[src/rtl/mux_arb_pkg.sv]
// Shared flit-type codes, port width, enable levels and arbiter state encoding
// for the 2:1 wormhole router mux and its arbiter.
package mux_arb_pkg;

  localparam int TYPEW = 2;
  localparam int PORTW = 1;

  localparam logic [TYPEW-1:0] TYPE_NONE = 2'd0;
  localparam logic [TYPEW-1:0] TYPE_HEAD = 2'd1;
  localparam logic [TYPEW-1:0] TYPE_DATA = 2'd2;
  localparam logic [TYPEW-1:0] TYPE_TAIL = 2'd3;

  localparam logic ENABLE    = 1'b1;
  localparam logic DISABLE   = 1'b0;
  localparam logic ENABLE_N  = 1'b0;
  localparam logic DISABLE_N = 1'b1;

  // Encoding doubles as the one-hot mux select.
  typedef enum logic [1:0] {
    ST_IDLE  = 2'b00,
    ST_LOCK0 = 2'b01,
    ST_LOCK1 = 2'b10
  } arb_state_e;

  // DATA or TAIL: only legal inside a packet.
  function automatic logic is_body(input logic [TYPEW-1:0] t);
    return (t == TYPE_DATA) || (t == TYPE_TAIL);
  endfunction

endpackage

[src/rtl/mux_arb_rr_pick2.sv]
// Combinational two-request round-robin picker; rr_i names the port that wins
// a tie. Output is one-hot or zero.
module mux_arb_rr_pick2 (
  input  logic [1:0] req_i,
  input  logic       rr_i,
  output logic [1:0] gnt_o
);

  assign gnt_o[0] = req_i[0] & (~req_i[1] | ~rr_i);
  assign gnt_o[1] = req_i[1] & (~req_i[0] |  rr_i);

endmodule

[src/rtl/mux_arb.sv]
// Two-input wormhole arbiter: locks a port from HEAD until its TAIL is accepted,
// drives the one-hot mux select, counts packets and flags protocol errors.
module mux_arb
  import mux_arb_pkg::*;
#(
  parameter int CNTW = 16
) (
  input  logic             clk,
  input  logic             rst_,
  input  logic             ivalid_0,
  input  logic [TYPEW-1:0] itype_0,
  input  logic             ivalid_1,
  input  logic [TYPEW-1:0] itype_1,
  input  logic             ordy,
  output logic [1:0]       sel,
  output logic             grant_0,
  output logic             grant_1,
  output logic [CNTW-1:0]  pkt_cnt,
  output logic             err
);

  arb_state_e       state_q, state_d;
  logic [PORTW-1:0] rr_q, rr_d;
  logic [CNTW-1:0]  cnt_q, cnt_d;
  logic             err_q, err_d;
  logic             head_q, head_d;

  logic [1:0]       req;
  logic [1:0]       pick;
  logic             lk_port;
  logic             lk_valid;
  logic             lk_grant;
  logic [TYPEW-1:0] lk_type;

  assign req[0] = ivalid_0 && (itype_0 == TYPE_HEAD);
  assign req[1] = ivalid_1 && (itype_1 == TYPE_HEAD);

  mux_arb_rr_pick2 u_pick (
    .req_i (req),
    .rr_i  (rr_q),
    .gnt_o (pick)
  );

  assign lk_port  = (state_q == ST_LOCK1);
  assign lk_valid = lk_port ? ivalid_1 : ivalid_0;
  assign lk_type  = lk_port ? itype_1  : itype_0;
  assign lk_grant = lk_port ? grant_1  : grant_0;

  always_ff @(posedge clk or negedge rst_) begin
    if (!rst_) begin
      state_q <= ST_IDLE;
      rr_q    <= '0;
      cnt_q   <= '0;
      err_q   <= DISABLE;
      head_q  <= DISABLE;
    end else begin
      state_q <= state_d;
      rr_q    <= rr_d;
      cnt_q   <= cnt_d;
      err_q   <= err_d;
      head_q  <= head_d;
    end
  end

  // head_q marks that the locking HEAD was already consumed, so only a
  // second granted HEAD inside the same lock counts as an error.
  always_comb begin
    state_d = state_q;
    rr_d    = rr_q;
    cnt_d   = cnt_q;
    err_d   = err_q;
    head_d  = head_q;
    case (state_q)
      ST_IDLE: begin
        if ((ivalid_0 && is_body(itype_0)) || (ivalid_1 && is_body(itype_1)))
          err_d = ENABLE;
        head_d = DISABLE;
        if (pick[0])      state_d = ST_LOCK0;
        else if (pick[1]) state_d = ST_LOCK1;
      end
      ST_LOCK0, ST_LOCK1: begin
        if (lk_valid && (lk_type == TYPE_NONE))
          err_d = ENABLE;
        if (lk_grant) begin
          head_d = ENABLE;
          if ((lk_type == TYPE_HEAD) && head_q)
            err_d = ENABLE;
          if (lk_type == TYPE_TAIL) begin
            state_d = ST_IDLE;
            rr_d    = PORTW'(~lk_port);
            cnt_d   = cnt_q + CNTW'(1);
          end
        end
      end
      default: state_d = ST_IDLE;
    endcase
  end

  always_comb begin
    sel = 2'b00;
    case (state_q)
      ST_LOCK0: sel = 2'b01;
      ST_LOCK1: sel = 2'b10;
      default:  sel = 2'b00;
    endcase
  end

  assign grant_0 = sel[0] & ordy & ivalid_0;
  assign grant_1 = sel[1] & ordy & ivalid_1;
  assign pkt_cnt = cnt_q;
  assign err     = err_q;

endmodule

[config.mk]
export PLATFORM = sky130hd
export DESIGN_NAME = mux_arb
export DESIGN_NICKNAME = d
export VERILOG_FILES = /design/src/rtl/mux_arb_pkg.sv /design/src/rtl/mux_arb_rr_pick2.sv /design/src/rtl/mux_arb.sv
export SDC_FILE = /design/constraint.sdc
export NUM_CORES = 1
export LEC_CHECK = 0
export CORE_MARGIN = 2
export CORE_UTILIZATION = 25
export DETAILED_ROUTE_END_ITERATION = 8
export GPL_TIMING_DRIVEN = 1
export MAX_ROUTING_LAYER = met4
export PLACE_DENSITY_LB_ADDON = 0.1
export RECOVER_POWER = 25
export SYNTH_ARGS = -nofsm -noshare
export SYNTH_HDL_FRONTEND = slang
export SYNTH_HIERARCHICAL = 1
export SYNTH_SLANG_ARGS = --single-unit
[constraint.sdc]
create_clock -name clk -period 3.2 [get_ports clk]
set_clock_uncertainty 0.2 [all_clocks]
set_input_delay 0.8 -clock clk [delete_from_list [all_inputs] [get_ports clk]]
set_output_delay 0.8 -clock clk [all_outputs]
set_load 0.01 [all_outputs]
==> qor.txt <==
Startpoint type of the worst setup path -> input pin
Max-slew headroom -> 21.9%
Routed len/inst -> 13.0 µm
Setup ws final -> 0.145 ns
Net Count, Synth -> 136
CTS Hold Bufs -> 0
Syn avg cell area -> 9.91 µm²
Final nets -> 169
Peak supply drop -> 0.310 mV
Synth top cells by count -> 21 x dfrtp_1, 13 x nand2_1, 9 x nor2_1
Synth Area in XOR/XNOR -> 10.9%
Post-synthesis register bit count -> 21
Worst path arrival time -> 2.05 ns
Sequential power share -> 40.5%
Least-Margin Pin Slew -> 1.17 ns
Mux contribution to synthesized area -> 2.90%
Htree depth -> 1
Largest net degree at the start of global routing -> 22
Gp weighted congestion -> 0.746
Worst Hold Class -> reg2reg
GRT overflow -> 0
Library cells used by synthesis -> 36
Reg area -> 526 µm²
Share of cells above drive strength 1 -> 8.44%
Area growth from synthesis to layout -> 32.4%
Fmax -> 0.327 GHz
Clk Latency, worst-skew pair -> 0.25 ns
Synth Area in Compound Gates -> 9.01%
Number of global-route vias before repair -> 1068
WS Path Type -> in2out
Slew Limit Fails -> 0
Drt via density -> 4.73
Worst-path clk slew -> 0.08 ns
Worst R2R Path Depth -> 6
NetSw -> 0.280 mW
Critical Path Start -> ivalid_1
CORE AREA -> 0.00469 mm²
Initial Utilization -> 25.8%
Final setup viols -> 0
Tmin final -> 3.05 ns
Post-synth top flop -> dfrtp_1
Filler Cells Inserted -> 473
PD cells -> 497 mW/mm²
Total number of vias -> 984
Share of the synthesized area in the top cell type -> 43.5%
Simple-gate area share of the yosys netlist -> 25.2%
Number of synthesis warnings -> 6
Combinational power share -> 38.1%
CP Capture Type -> output pin
Worst setup path endpoint -> grant_1
Post-DP HPWL -> 2.08 mm
Clk buf depth -> 2
# clock sinks -> 21
Fin util -> 34.1%
DRT iter0 DRCs -> 30
Number of enable flip-flop cells after synthesis -> 0
I/O pin total -> 30
Main combinational cell family by area after synthesis -> simple AND/OR/NAND/NOR gates
CP Data Required Time -> 2.20 ns
Fin crit share -> 95.5%
Root Buffer -> clkbuf_8
Footprint of the multi-input gates -> 642 µm²
Critical R2R Capture -> pkt_cnt[1]
Final hold viol count -> 0
Setup WS pre-CTS -> 0.158 ns
Ant diodes -> 0
Die Wd -> 73.5 µm
P_int -> 0.516 mW
TritonCTS clock tree -> yes
Post-synthesis cell area -> 0.00121 mm²
Status -> complete, no violations
Post-CTS sizing -> 0
Synth area leader -> dfrtp_1
Clock share of power -> 21.3%
Post-route DRC -> 0
Std-Cell Rows -> 25
DIE AREA -> 0.00541 mm²
Top-count cell post-synth -> dfrtp_1
Fraction of registers with async set/reset -> 100%
Lkg Pwr -> 0.697 nW
Total Wirelength -> 2.70 mm
Die Height -> 73.5 µm
CP max FO -> 5
Number of routed nets with antenna violations -> 0
R2R setup slack -> 0.98 ns
Area contributors post-synth -> dfrtp_1 43%, xor2_1 5.8%, ha_1 5.2%
Adder-cell share of the synthesized area -> 5.18%
Sw frac -> 35.1%
RSZ-0062 raised after global routing -> no
# port buffers -> 29
# Max-Cap Violations -> 0
Initial antenna violation count -> 0
# Post-CTS Setup Buffers -> 0
First-pass GRT wire length -> 4.77 mm
Post-synthesis sequential area ratio -> 43.5%
Overall routing resource usage -> 11.3%
Reg2reg start -> state_q[0]
TNS Setup -> 0 ns
Pre-antenna DRT Iters -> 4
Gate count of the mapped netlist -> 122
CTS Buf Count -> 3
worst max-delay path, cell delays in order:
cell	delay [ns]
clkdlybuf4s50_1	0.55
and3_1	0.18
clkdlybuf4s50_1	0.53
placed cells by master, fill, tap and decap left out, drive strengths merged, types with 2 or more instances in the layout:
master	Yosys	final
a21boi	2	2
and3	3	3
clkbuf	1	5
clkdlybuf4s50	0	28
dfrtp	21	21
ha	5	5
inv	7	7
mux2i	2	2
nand2	14	14
nand3	6	6
nand4	6	6
nor2	10	10
nor3	4	4
nor4	5	5
o21ai	4	4
xnor2	7	7
xor2	8	8
power groups by stage:
stage	Clock [mW]	Combinational, mW	Sequential [mW]
floorplan	0	0.197	0.324
global placement	0	0.308	0.327
detailed placement	0	0.308	0.327
CTS	0.177	0.310	0.322
global route	0.193	0.336	0.327
finish	0.170	0.304	0.323
routing by layer:
layer	global-route usage, %	wire [µm]	vias up
met1	13.7	1280	468
met3	1.78	91	0
li1	-	-	492
met2	19.0	1320	24
met4	4.24	0	0
met5	-	0	-
how the worst min path moves through the flow:
| stage | startpoint | to | depth (start not counted) |
|---|---|---|---|
| detailed placement | pkt_cnt[15] | pkt_cnt[15] | 1 |
| global placement | pkt_cnt[15] | pkt_cnt[15] | 1 |
| CTS | pkt_cnt[15] | pkt_cnt[15] | 1 |
| floorplan | rst_ | err | 0 |
| global route | pkt_cnt[15] | pkt_cnt[15] | 1 |
| finish | pkt_cnt[15] | pkt_cnt[15] | 1 |
metrics by stage:
stage | hold WS (ns) | instance area, µm² | std cells | power (mW)
final | 0.276 | 1600 | 208 | 0.796
after global placement | 0.262 | 1560 | 204 | 0.635
after global routing | 0.310 | 1600 | 208 | 0.857
after floorplan | 0.299 | 1210 | 122 | 0.521
after detailed placement | 0.267 | 1560 | 204 | 0.634
after CTS | 0.280 | 1600 | 208 | 0.810
cell type report:
class	count	area share, %
clock buffer	4	2.81
inverter	7	1.64
multi-input combinational	92	40.1
sequential	21	32.8
tap	54	4.22
timing repair buffer	30	18.4
kinds of logic (layout without fill, tap and decap cells):
family | after synthesis | count (layout)
simple gates | 55 | 55
flops | 21 | 21
xor+xnor | 15 | 15
compound gates | 14 | 14
buf+inv | 9 | 41
fa+ha+maj | 5 | 5
mux | 3 | 3
state kept, by name, indices dropped and copies added (netlist names):
register  flops
head_q        1
pkt_cnt      16
rr_q          1
err           1
state_q       2
No activity file was read; power rests on OpenSTA's default activity.
